[config.mk]
export PLATFORM = sky130hd
export DESIGN_NAME = layer_scheduler
export DESIGN_NICKNAME = d
export VERILOG_FILES = /design/src/rtl/layer_scheduler.sv
export SDC_FILE = /design/constraint.sdc
export NUM_CORES = 1
export LEC_CHECK = 0
export CAP_MARGIN = 25
export CORE_MARGIN = 4
export CORE_UTILIZATION = 32
export DETAILED_ROUTE_END_ITERATION = 12
export PLACE_DENSITY = 0.63
export SETUP_SLACK_MARGIN = 0.3
export SLEW_MARGIN = 20
export SYNTH_ARGS = -nofsm -noshare
export SYNTH_HDL_FRONTEND = slang
export SYNTH_SLANG_ARGS = --single-unit
[constraint.sdc]
create_clock -name clk -period 2 [get_ports clk]
set_input_delay 0.2 -clock clk [delete_from_list [all_inputs] [get_ports clk]]
set_output_delay 0.2 -clock clk [all_outputs]
set_load 0.03 [all_outputs]
[src/rtl/layer_scheduler.sv]
// -----------------------------------------------------------------------------
// layer_scheduler
//
// Pass sequencer for the layer-multiplexed network. Each accepted training
// sample runs a forward sweep over layers 0..LAYER_MAX-1 followed by a
// backward sweep over layers LAYER_MAX-1..0. Every layer index is handed out
// over a valid/ready handshake, and the scheduler then waits for that layer's
// one-cycle done pulse before moving on. Completed samples are counted.
//
// Ports
//   clk                 in   clock, all logic on the rising edge
//   rst                 in   asynchronous active-low reset
//   sample_valid        in   new sample present at the layer controller inputs
//   sample_ready        out  scheduler idle and able to take a sample
//   layer_number        out  forward layer index
//   layer_number_valid  out  forward index valid
//   layer_number_ready  in   layer controller accepts the forward index
//   fwd_done            in   pulse: current forward layer finished
//   bwd_number          out  backward layer index
//   bwd_number_valid    out  backward index valid
//   bwd_number_ready    in   backprop datapath accepts the backward index
//   bwd_done            in   pulse: current backward layer finished
//   direction           out  0 = forward phase / idle, 1 = backward phase
//   busy                out  high whenever a pass is in progress
//   sample_count        out  completed samples, wraps modulo 2**SAMPLE_COUNT_WIDTH
//   protocol_error      out  sticky: a done pulse arrived outside its wait state
// -----------------------------------------------------------------------------
module layer_scheduler #(
   parameter int LAYER_ADDR_WIDTH   = 2,
   parameter int LAYER_MAX          = 3,
   parameter int SAMPLE_COUNT_WIDTH = 16
) (
   input  logic                          clk,
   input  logic                          rst,
   input  logic                          sample_valid,
   output logic                          sample_ready,
   output logic [LAYER_ADDR_WIDTH-1:0]   layer_number,
   output logic                          layer_number_valid,
   input  logic                          layer_number_ready,
   input  logic                          fwd_done,
   output logic [LAYER_ADDR_WIDTH-1:0]   bwd_number,
   output logic                          bwd_number_valid,
   input  logic                          bwd_number_ready,
   input  logic                          bwd_done,
   output logic                          direction,
   output logic                          busy,
   output logic [SAMPLE_COUNT_WIDTH-1:0] sample_count,
   output logic                          protocol_error
);

   typedef enum logic [2:0] {
      S_IDLE,
      S_FWD_ISSUE,
      S_FWD_WAIT,
      S_BWD_ISSUE,
      S_BWD_WAIT,
      S_DONE
   } state_t;

   // Index of the deepest layer; the forward sweep turns around here.
   localparam logic [LAYER_ADDR_WIDTH-1:0] LAST_LAYER = LAYER_ADDR_WIDTH'(LAYER_MAX - 1);

   state_t                          state;
   state_t                          state_nxt;
   logic [LAYER_ADDR_WIDTH-1:0]     layer_cnt;
   logic [LAYER_ADDR_WIDTH-1:0]     layer_cnt_nxt;
   logic [SAMPLE_COUNT_WIDTH-1:0]   sample_count_nxt;
   logic                            protocol_error_nxt;

   // ---------------------------------------------------------------------------
   // State register
   // ---------------------------------------------------------------------------
   // NOTE: sequential state is updated with non-blocking assignments so every
   // register samples the pre-edge values regardless of statement order.
   always_ff @(posedge clk or negedge rst) begin
      if (!rst) begin
         state          <= S_IDLE;
         layer_cnt      <= '0;
         sample_count   <= '0;
         protocol_error <= 1'b0;
      end else begin
         state          <= state_nxt;
         layer_cnt      <= layer_cnt_nxt;
         sample_count   <= sample_count_nxt;
         protocol_error <= protocol_error_nxt;
      end
   end

   // ---------------------------------------------------------------------------
   // Next-state logic
   // ---------------------------------------------------------------------------
   // NOTE: every variable gets its hold value first so no path through the case
   // statement leaves one unassigned, which would infer a latch.
   always_comb begin
      state_nxt        = state;
      layer_cnt_nxt    = layer_cnt;
      sample_count_nxt = sample_count;

      case (state)
         S_IDLE: begin
            if (sample_valid) begin
               state_nxt     = S_FWD_ISSUE;
               layer_cnt_nxt = '0;
            end
         end

         S_FWD_ISSUE: begin
            if (layer_number_ready) begin
               state_nxt = S_FWD_WAIT;
            end
         end

         S_FWD_WAIT: begin
            if (fwd_done) begin
               if (layer_cnt == LAST_LAYER) begin
                  // Counter stays on the last layer: the backward sweep
                  // starts from the same index.
                  state_nxt = S_BWD_ISSUE;
               end else begin
                  state_nxt     = S_FWD_ISSUE;
                  layer_cnt_nxt = layer_cnt + LAYER_ADDR_WIDTH'(1);
               end
            end
         end

         S_BWD_ISSUE: begin
            if (bwd_number_ready) begin
               state_nxt = S_BWD_WAIT;
            end
         end

         S_BWD_WAIT: begin
            if (bwd_done) begin
               if (layer_cnt == '0) begin
                  state_nxt = S_DONE;
               end else begin
                  state_nxt     = S_BWD_ISSUE;
                  layer_cnt_nxt = layer_cnt - LAYER_ADDR_WIDTH'(1);
               end
            end
         end

         S_DONE: begin
            sample_count_nxt = sample_count + SAMPLE_COUNT_WIDTH'(1);
            state_nxt        = S_IDLE;
         end

         default: begin
            state_nxt     = S_IDLE;
            layer_cnt_nxt = '0;
         end
      endcase
   end

   // A done pulse only counts in its own wait state. A pulse arriving in the
   // same cycle as the index handshake is still in the issue state, so it is
   // flagged and discarded here rather than special-cased.
   assign protocol_error_nxt = protocol_error
                             | (fwd_done && (state != S_FWD_WAIT))
                             | (bwd_done && (state != S_BWD_WAIT));

   // ---------------------------------------------------------------------------
   // Outputs: decoded from registered state only, so they follow reset in the
   // same cycle and never depend combinationally on the handshake inputs.
   // ---------------------------------------------------------------------------
   assign sample_ready       = (state == S_IDLE);
   assign busy               = (state != S_IDLE);
   assign layer_number_valid = (state == S_FWD_ISSUE);
   assign bwd_number_valid   = (state == S_BWD_ISSUE);
   assign layer_number       = layer_cnt;
   assign bwd_number         = layer_cnt;
   assign direction          = (state == S_BWD_ISSUE) || (state == S_BWD_WAIT) ||
                               (state == S_DONE);

endmodule

Yosys cells after proc, flatten, opt, wreduce, memory -nomap -nowiden
Cells that the tools add are included.

Bits in registers: 22. Output and inout port bits: 26.

$add $sub $neg: 3. Equality and inequality tests: 15. Multiplexer cells: 14. Bitwise gates (word level): 3. Reduce and logical (&&, ||, !) cells: 10.

Operators by type and width (count): 3-bit 2-to-1 mux (6); 16-bit by 1-bit adder with 16-bit output, second input constant (1); 3-bit one-hot mux with 5 select lines (1); 2-bit 2-to-1 mux (6); 2-bit inequality test, second input constant (5); 2-bit one-hot mux with 4 select lines (1); 3-bit by 2-bit equality test with 1-bit output, second input constant (2); 3-bit equality test, second input constant (2); 6-bit AND reduction (1); 5-bit AND reduction (1); 2-bit by 1-bit inequality test with 1-bit output, second input constant (2); 3-bit by 1-bit equality test with 1-bit output, second input constant (1); 3-bit zero test (1); 3-bit by 2-bit inequality test with 1-bit output, second input constant (1); 3-bit inequality test, second input constant (1); 3-bit nonzero test (1); 3-bit OR reduction (1); 2-bit by 1-bit adder with 2-bit output, second input constant (1); 2-bit equality test, second input constant (1); 1-bit logical AND (2); 2-bit zero test (1); 1-bit logical OR (2); 1-bit bitwise OR (2); 2-bit by 1-bit subtractor with 2-bit output, second input constant (1); 1-bit inverter (1).

Longest topological paths before layout
Gate-level depths: netlist of run 1.

Depth in word-level cells: 4. Mapped depth: 5. Mapped depth without buffers: 5.

Worst setup path before layout of run 1
Ideal clock, no wire load.

Kind: flip-flop to output port. From: reg state[1]. To: out sample_ready. Data arrival time: 1.453 ns. Required time: 1.800 ns. Slack: 0.347 ns. Cell stages (with the launch flop): 5. Cells stage by stage: dfrtp_1 -> buf_6 -> clkbuf_1 -> or3_1 -> inv_1.

Word-level cells in the longest chain between the ends: 1.

Ends and longest elaborated chain: from (decl) (line 63) `state_t state;`; from (signal assigned) (line 82) `state <= state_nxt;`; 3-bit zero test (line 166) `assign sample_ready = (state == S_IDLE);`; to (decl) (line 36) `output logic sample_ready,`.

No other way between the ends.

Final worst setup path of run 1
From: reg state[2]. To: out direction.

Word-level cells in the longest chain between the ends: 3. Elaborated cells on any way between the ends: 5. Those cells by class: eq/ne: 3; reduce/logical: 2.

Ends and longest elaborated chain: 3-bit by 2-bit equality test with 1-bit output or 3-bit equality test (tied branches) (line 172) `assign direction = (state == S_BWD_ISSUE) || (state == S_BWD_WAIT) ||`; 1-bit logical OR (line 172); 1-bit logical OR * (line 172); to (decl) (line 45) `output logic direction,`.

Mark *: on every way between the ends. The rest lies on a longest branch, timed or not.

==> impl_metrics.env, run 1 <==
export IMPL_track_usage_pct=11.91
export IMPL_synth_nets=130
export IMPL_holdWs_ps=280.5
export IMPL_area_growth_pct=39.56
export IMPL_multi_input_area_um2=615.6
export IMPL_synth_xor_area_share_pct=10.96
export IMPL_clockRootBuffer="clkbuf_8"
export IMPL_ios=33
export IMPL_cts_buffers=3
export IMPL_final_common_cell="clkdlybuf4s50_1"
export IMPL_fillerInstances=351
export IMPL_h_tree_depth=1
export IMPL_setup_viol=0
export IMPL_vias_per_cell=4.980
export IMPL_yosys_area_top_type="dfrtp_1"
export IMPL_clkTransAtPathRegs_ps=80
export IMPL_power_density_mw_per_mm2=1316
export IMPL_min_period_ps=1662
export IMPL_irDropWorstVdd_mv=0.9739
export IMPL_drc_errors=0
export IMPL_critPathRequiredTime_ps=1800
export IMPL_num_antenna_cells=0
export IMPL_crit_fanout=4
export IMPL_antenna_found_initial=0
export IMPL_core_area_mm2=0.003468
export IMPL_vias=1011
export IMPL_layout_nets=166
export IMPL_ctsHoldBuffers=0
export IMPL_async_flop_share_pct=100.0
export IMPL_numPortBuffers=32
export IMPL_netlist_area_leader_share_pct=45.93
export IMPL_synthMuxAreaShare_pct=2.714
export IMPL_grt_max_degree=23
export IMPL_cts_tree="built"
export IMPL_synth_seq_area_share_pct=45.93
export IMPL_synthAdderAreaFrac_pct=1.044
export IMPL_hp_class="input port to asynchronous set/reset pin"
export IMPL_rsz0062_at_grt="true"
export IMPL_slew_viol_final=0
export IMPL_status="finished, final reports clean"
export IMPL_synth_edf_count=0
export IMPL_synth_compound_area_share_pct=10.75
export IMPL_hpwl_mm=1.984
export IMPL_die_w_um=69.20
export IMPL_synthCells=122
export IMPL_crit_type="flop to primary output"
export IMPL_ys_seq_elements=22
export IMPL_synth_warnings=0
export IMPL_initial_core_util_pct=34.56
export IMPL_final_cell_mix="clkdlybuf4s50_1, dfrtp_1, nand2_1, xor2_1"
export IMPL_endpoint_kind="primary output"
export IMPL_post_route_period_util_pct=83.09
export IMPL_cp_start_kind="flop"
export IMPL_synth_avg_cell_area_um2=9.825
export IMPL_clk_latency_ps=270
export IMPL_setup_tns_ps=0
export IMPL_rows=21
export IMPL_grt_pass1_vias=1029
export IMPL_routed_wl_mm=2.698
export IMPL_ys_types=37
export IMPL_tightest_slew_ps=379.9
export IMPL_critPathArrivalTime_ps=1460
export IMPL_drv_cap=0
export IMPL_grt_pass1_wl_mm=4.678
export IMPL_regArea_um2=550.5
export IMPL_fmax_ghz=0.6018
export IMPL_syn_area_mm2=0.001199
export IMPL_ant_nets=0
export IMPL_synth_top_family_by_area="simple AND/OR/NAND/NOR gates"
export IMPL_wl_per_cell_um=13.29
export IMPL_cts_buffer_depth=2
export IMPL_final_setup_skew_ps=3.232
export IMPL_slew_headroom_pct=74.48
export IMPL_leakagePower_nw=0.7803
export IMPL_startpoint="state[2]$_DFFE_PN0P_"
export IMPL_synthTopCellsByArea="dfrtp_1, xor2_1, xnor2_1, nand2_1, a21oi_1"
export IMPL_synthFlopType="dfrtp_1"
export IMPL_globalplace_congestion=0.8745
export IMPL_drtPass1Iterations=4
export IMPL_numClockSinks=22
export IMPL_post_cts_setup_buffers=0
export IMPL_die_y_um=69.20
export IMPL_grt_ovfl_total=0
export IMPL_worstReg2RegStart="state[1]$_DFFE_PN0P_"
export IMPL_drive_gt1_share_pct=15.92
export IMPL_yosys_area_share_simple_pct=23.80
export IMPL_drt_iter0_drc=43
export IMPL_hold_viol=0
export IMPL_die_area_mm2=0.004789
==> metrics by stage <==
step	std cells	instance area (µm²)	setup WS, ps	util, %	power, W
2_1_floorplan	122	1199	347.0	-	0.001428
3_3_place_gp	199	1575	278.9	45.42	0.001813
3_5_place_dp	199	1575	277.8	45.42	0.001825
4_1_cts	203	1643	239.9	47.37	0.002200
5_1_grt	203	1673	259.7	48.23	0.002354
6_report	203	1673	338.2	48.23	0.002202
==> repair_timing <==
item / in CTS / in global routing
pin swaps: 0 / 3
gates resized for setup: 13 / 10
setup endpoints to repair: 9 / 10
==> synth_stat cells, types with 2 or more instances <==
library cell and instances:
nor2_1 7, nor2b_1 4, or2_2 2, buf_4 2, xor2_1 8, inv_1 5
o21ai_0 2, clkbuf_1 2, nand2_1 12, xnor2_1 7, o22ai_1 3, nand3_1 6
nand4_1 3, mux2_2 2, nor3_1 4, a21oi_1 7, dfrtp_1 22, o21a_1 2
nand2b_1 4
==> where the power goes <==
group          internal, W  total [W]  switching (W)
combinational     0.000486    0.00116       0.000672
clock             0.000268   0.000418       0.000151
sequential        0.000524   0.000626       0.000103
==> metal layers <==
metal | GRT usage, % | vias to the layer above | wire length, µm
li1 | - | 490 | -
met1 | 15.29 | 467 | 1298
met2 | 17.58 | 47 | 1136
met3 | 3.768 | 7 | 185
met4 | 6.725 | 0 | 78
met5 | 0 | - | 0
==> path summary, 6_finish.rpt <==
path                       cells after the start                           end  slack [ps]
setup reg to reg                               5  sample_count[15]$_DFFE_PN0P_         370
min in group clk                               1      protocol_error$_DFF_PN0_         470
hold / removal                                 2   sample_count[5]$_DFFE_PN0P_         280
hold reg to reg                                1      protocol_error$_DFF_PN0_         470
max in group asynchronous                      2          state[2]$_DFFE_PN0P_        1500
setup / recovery                               4                     direction         340
==> cell families after synthesis <==
| kind of cell | Yosys count |
|---|---|
| xor gates and xnor gates | 15 |
| buffers and inverters | 11 |
| muxes | 3 |
| and+or+nand+nor | 50 |
| AOI/OAI and AO/OA | 20 |
| adders and majority gates | 1 |
| DFF | 22 |
==> registers in the layout, summed over array words and instances (netlist names) <==
register and count:
bwd_number 2, protocol_error 1, sample_count 16, state 3
==> cell type report <==
type | instances | share of cell area (%)
inverters | 5 | 1.122
well taps | 46 | 3.441
flip-flops and latches | 22 | 32.91
repair buffers | 37 | 21.47
multi-input cells | 89 | 36.80
clock inverters | 1 | 1.795
clock buffers | 3 | 2.468
==> worst max-delay path: stages (launching register included) <==
cell           delay [ps]
dfrtp_1               410
nor2b_2               200
nand2_1               130
nand2_1                70
dlygate4sd2_1         390
No activity file was read; power rests on OpenSTA's default activity.
==> run 2: changes to the inputs <==
Clock period 2 ns to 1.55 ns, I/O delays scaled along.
==> impl_metrics.env, run 2 (synthesized netlist as in run 1, its figures left out) <==
export IMPL_status="complete, but fails checks"
export IMPL_violations="setup timing"
export IMPL_vias_per_cell=4.917
export IMPL_grt_ovfl_total=0
export IMPL_grt_max_degree=23
export IMPL_critPathArrivalTime_ps=1410
export IMPL_routed_wl_mm=3.220
export IMPL_postPlaceCellArea_mm2=0.001690
export IMPL_layout_nets=192
export IMPL_p_int_w=0.002154
export IMPL_crit_fanout=4
export IMPL_wl_per_cell_um=14.06
export IMPL_ctsHoldBuffers=0
export IMPL_drtPass1Iterations=4
export IMPL_cts_buffer_depth=2
export IMPL_final_util_pct=59.60
export IMPL_track_usage_pct=12.64
export IMPL_hp_class="input port to asynchronous set/reset pin"
export IMPL_leakagePower_nw=0.9730
export IMPL_num_antenna_cells=0
export IMPL_switching_power_w=0.001522
export IMPL_slew_headroom_pct=79.44
export IMPL_final_setup_skew_ps=5.531
export IMPL_p_seq_share_pct=23.1
export IMPL_clockRootBuffer="clkbuf_8"
export IMPL_clkTransAtPathRegs_ps=80
export IMPL_multi_input_area_um2=775.7
export IMPL_hpwl_mm=2.128
export IMPL_p_comb_share_pct=67.2
export IMPL_power_density_mw_per_mm2=1779
export IMPL_drv_cap=0
export IMPL_die_w_um=69.20
export IMPL_ios=33
export IMPL_core_area_mm2=0.003468
export IMPL_grt_pass1_wl_mm=5.112
export IMPL_fmax_ghz=0.6386
export IMPL_critPathRequiredTime_ps=1390
export IMPL_tightest_slew_ps=309.5
export IMPL_clkPwrFrac_pct=9.6
export IMPL_numClockSinks=22
export IMPL_cts_buffers=3
export IMPL_endpoint_kind="primary output"
export IMPL_vias=1126
export IMPL_h_tree_depth=1
export IMPL_top_register="sample_count"
export IMPL_regArea_um2=564.3
export IMPL_numPortBuffers=32
export IMPL_finalWorstSetupSlack_ps=-15.86
export IMPL_cts_tree="built"
export IMPL_crit_type="flop to primary output"
export IMPL_irDropWorstVdd_mv=1.366
export IMPL_die_y_um=69.20
export IMPL_grt_pass1_vias=1110
export IMPL_slew_viol_final=0
export IMPL_initial_core_util_pct=34.56
export IMPL_rsz0062_at_grt="true"
export IMPL_hold_viol=0
export IMPL_fillerInstances=315
export IMPL_largest_reg_flops=16
export IMPL_final_common_cell="buf_4"
export IMPL_drc_errors=0
export IMPL_setup_viol=1
export IMPL_min_period_ps=1566
export IMPL_finalInstanceArea_mm2=0.002067
export IMPL_drive_gt1_share_pct=52.46
export IMPL_drt_iter0_drc=31
export IMPL_globalplace_congestion=0.8772
export IMPL_cp_start_kind="flop"
export IMPL_area_growth_pct=72.44
export IMPL_ant_nets=0
export IMPL_final_cell_mix="buf_4, buf_6, dfrtp_2, dfrtp_1"
export IMPL_post_route_period_util_pct=101.0
export IMPL_die_area_mm2=0.004789
export IMPL_rows=21
export IMPL_clk_latency_ps=250
export IMPL_swShare_pct=41.40
export IMPL_antenna_found_initial=0
-- run 2: cell count changes in the layout (fill, tap and decap cells not counted), moves of 5 or more --
cell | previous run | this run
buf_6 | 2 | 14
dfrtp_2 | 0 | 11
dfrtp_1 | 22 | 11
clkdlybuf4s50_1 | 23 | 6
nor2_1 | 7 | 2
buf_4 | 3 | 19
-- run 2: worst max-delay path, stage by stage, from the launching register on --
cell	delay [ps]
dfrtp_2	450
or3_4	420
buf_6	130
inv_2	40
buf_6	120
-- run 2: worst paths after layout --
kind	from	end	slack, ps	cells past startpoint
hold reg to reg	sample_count[15]$_DFFE_PN0P_	sample_count[15]$_DFFE_PN0P_	460	1
setup reg to reg	state[0]$_DFFE_PN0P_	sample_count[13]$_DFFE_PN0P_	10	5
hold / removal	rst	sample_count[8]$_DFFE_PN0P_	250	2
min in group clk	sample_count[15]$_DFFE_PN0P_	sample_count[15]$_DFFE_PN0P_	460	1
max in group asynchronous	rst	bwd_number[0]$_DFFE_PN0P_	1050	2
setup / recovery	state[0]$_DFFE_PN0P_	sample_ready	-20	4
-- run 2: per-stage QoR --
stage	hold slack, ps	setup TNS (ps)	setup slack, ps	std cells	power [W]
global placement	450.8	-1.899	-1.899	212	0.002503
floorplan	-140.6	0	3.986	122	0.001919
global route	277.1	-372.0	-78.35	229	0.003866
finish	246.9	-15.86	-15.86	229	0.003676
CTS	261.0	-35.30	-23.39	221	0.003407
detailed placement	460.9	-1.820	-1.820	212	0.002533
-- run 2: repair_timing --
action | CTS | global route
gates resized for setup | 85 | 30
pin swaps | 7 | 21
setup buffers | 5 | 7
hold endpoints to repair | 0 | 0
gates cloned | 0 | 1
endpoints found under the setup margin | 45 | 35
-- run 2: routing by layer --
metal  global-route usage, %  share of wire [%]  vias up
met5                       0                  0        -
met4                   3.254               0.71        0
met3                   3.188                5.2        4
li1                        -                  -      544
met2                   21.29                 51       37
met1                   16.08                 43      541
-- run 2: final cells by class --
class | instances | share of cell area (%)
multi-input cells | 89 | 37.53
repair buffers | 63 | 29.30
flip-flops and latches | 22 | 27.30
well taps | 46 | 2.785
clock buffers | 4 | 2.179
inverters | 5 | 0.9080
-- run 2: power groups by stage --
stage          clock network [W]  logic, W  registers (W)
2_1_floorplan                  0  0.000972       0.000946
4_1_cts                 0.000360   0.00222       0.000830
3_5_place_dp                   0   0.00170       0.000830
3_3_place_gp                   0   0.00168       0.000823
6_report                0.000353   0.00247       0.000851
5_1_grt                 0.000384   0.00262       0.000865
==> run 3: changes to the inputs <==
Settings changed: PLACE_DENSITY 0.63 to 0.65.
Clock period 1.55 ns to 1.25 ns, I/O delays scaled along.
==> impl_metrics.env, run 3 (synthesized netlist as in run 1, its figures left out) <==
export IMPL_crit_type="flop to flop"
export IMPL_finalWorstSetupSlack_ps=-279.3
export IMPL_vias=1274
export IMPL_violations="setup timing"
export IMPL_area_growth_pct=107.7
export IMPL_clockRootBuffer="clkbuf_8"
export IMPL_slew_viol_final=0
export IMPL_setup_viol=23
export IMPL_setup_tns_ps=-4152
export IMPL_critPathArrivalTime_ps=1720
export IMPL_globalplace_congestion=0.7940
export IMPL_wl_per_cell_um=14.79
export IMPL_min_period_ps=1529
export IMPL_holdWs_ps=205.1
export IMPL_h_tree_depth=1
export IMPL_drv_cap=0
export IMPL_tightest_slew_ps=286.3
export IMPL_drive_gt1_share_pct=68.84
export IMPL_leakagePower_nw=1.176
export IMPL_grt_pass1_vias=1361
export IMPL_critPathRequiredTime_ps=1440
export IMPL_die_area_mm2=0.004789
export IMPL_cp_start_kind="flop"
export IMPL_numClockSinks=22
export IMPL_vias_per_cell=4.881
export IMPL_numPortBuffers=32
export IMPL_clk_latency_ps=260
export IMPL_crit_fanout=3
export IMPL_top_register="sample_count"
export IMPL_power_density_mw_per_mm2=2138
export IMPL_routed_wl_mm=3.859
export IMPL_drc_errors=0
export IMPL_drt_iter0_drc=60
export IMPL_clkTransAtPathRegs_ps=80
export IMPL_hpwl_mm=2.385
export IMPL_rsz0062_at_grt="true"
export IMPL_rows=21
export IMPL_drtPass1Iterations=5
export IMPL_cts_tree="built"
export IMPL_irDropWorstVdd_mv=1.380
export IMPL_core_area_mm2=0.003468
export IMPL_grt_max_degree=23
export IMPL_final_cell_mix="buf_6, buf_4, dfrtp_2, nand2_1, dfrtp_1"
export IMPL_grt_pass1_wl_mm=6.382
export IMPL_ant_nets=0
export IMPL_final_common_cell="buf_6"
export IMPL_slew_headroom_pct=80.91
export IMPL_initial_core_util_pct=34.56
export IMPL_post_route_period_util_pct=122.3
export IMPL_layout_nets=224
export IMPL_largest_reg_flops=16
export IMPL_antenna_found_initial=0
export IMPL_status="complete, but fails checks"
export IMPL_dpl_worst_slack_ps=-303.7
export IMPL_fmax_ghz=0.6539
export IMPL_hp_class="input port to asynchronous set/reset pin"
export IMPL_endpoint_kind="flop"
export IMPL_ios=33
export IMPL_final_setup_skew_ps=4.112
export IMPL_num_antenna_cells=0
export IMPL_hold_viol=0
export IMPL_cts_buffers=3
export IMPL_die_w_um=69.20
export IMPL_grt_ovfl_total=0
export IMPL_ctsHoldBuffers=0
export IMPL_cts_buffer_depth=2
export IMPL_die_y_um=69.20
export IMPL_track_usage_pct=15.93
run 3: cell types whose count changed in the layout (fill, tap and decap cells not counted), sizes merged:
| cell | previous run | this run |
|---|---|---|
| clkbuf | 8 | 4 |
| clkdlybuf4s15 | 10 | 0 |
| clkinv | 0 | 1 |
| inv | 5 | 4 |
| buf | 37 | 89 |
| dlygate4sd2 | 6 | 0 |
run 3: timing repair:
item | in CTS | in global routing
gates resized for setup | 126 | 30
buffers inserted | 13 | 10
endpoints found under the setup margin | 48 | 48
pin swaps | 19 | 12
run 3: power by group:
part	total, W	switching [W]	internal, W
Clock	0.000511	0.000230	0.000281
Sequential	0.00104	0.000176	0.000862
Combinational	0.00377	0.00170	0.00207
run 3: path summary, 6_finish.rpt:
check                                              from                      endpoint  slack (ps)  cells past startpoint
max in group asynchronous                           rst   sample_count[3]$_DFFE_PN0P_         800                      2
min in group clk           sample_count[15]$_DFFE_PN0P_  sample_count[15]$_DFFE_PN0P_         500                      1
hold reg to reg            sample_count[15]$_DFFE_PN0P_  sample_count[15]$_DFFE_PN0P_         500                      1
setup reg to reg            sample_count[4]$_DFFE_PN0P_  sample_count[15]$_DFFE_PN0P_        -280                      4
hold / removal                                      rst  sample_count[10]$_DFFE_PN0P_         210                      2
setup / recovery            sample_count[4]$_DFFE_PN0P_  sample_count[15]$_DFFE_PN0P_        -280                      4
run 3: final cells by class:
class,count,area (µm²)
inverter,5,23.77
tap,46,57.56
multi-input combinational,89,837.1
sequential,22,566.8
fill,229,978.4
timing repair buffer,95,949.7
clock buffer,4,55.05
run 3: metrics by stage:
step	cell area, µm²	util [%]	std cells	total power (W)
floorplan	1289	-	122	0.002561
global placement	1866	53.79	234	0.003436
detailed placement	1866	53.79	234	0.003476
CTS	2318	66.85	251	0.004917
global route	2490	71.79	261	0.005613
finish	2490	71.79	261	0.005323
run 3: layer usage:
metal	global-route usage (%)	vias up	wire (µm)
met5	0	-	0
li1	-	608	-
met3	3.913	10	134
met1	18.91	626	1696
met4	3.905	0	61
met2	28.60	30	1966
run 3: critical path, stage by stage (launching register included):
cell and delay, ps:
dfrtp_1 390, nand4_1 250, or4_4 520, nor3_4 140, xor2_1 160
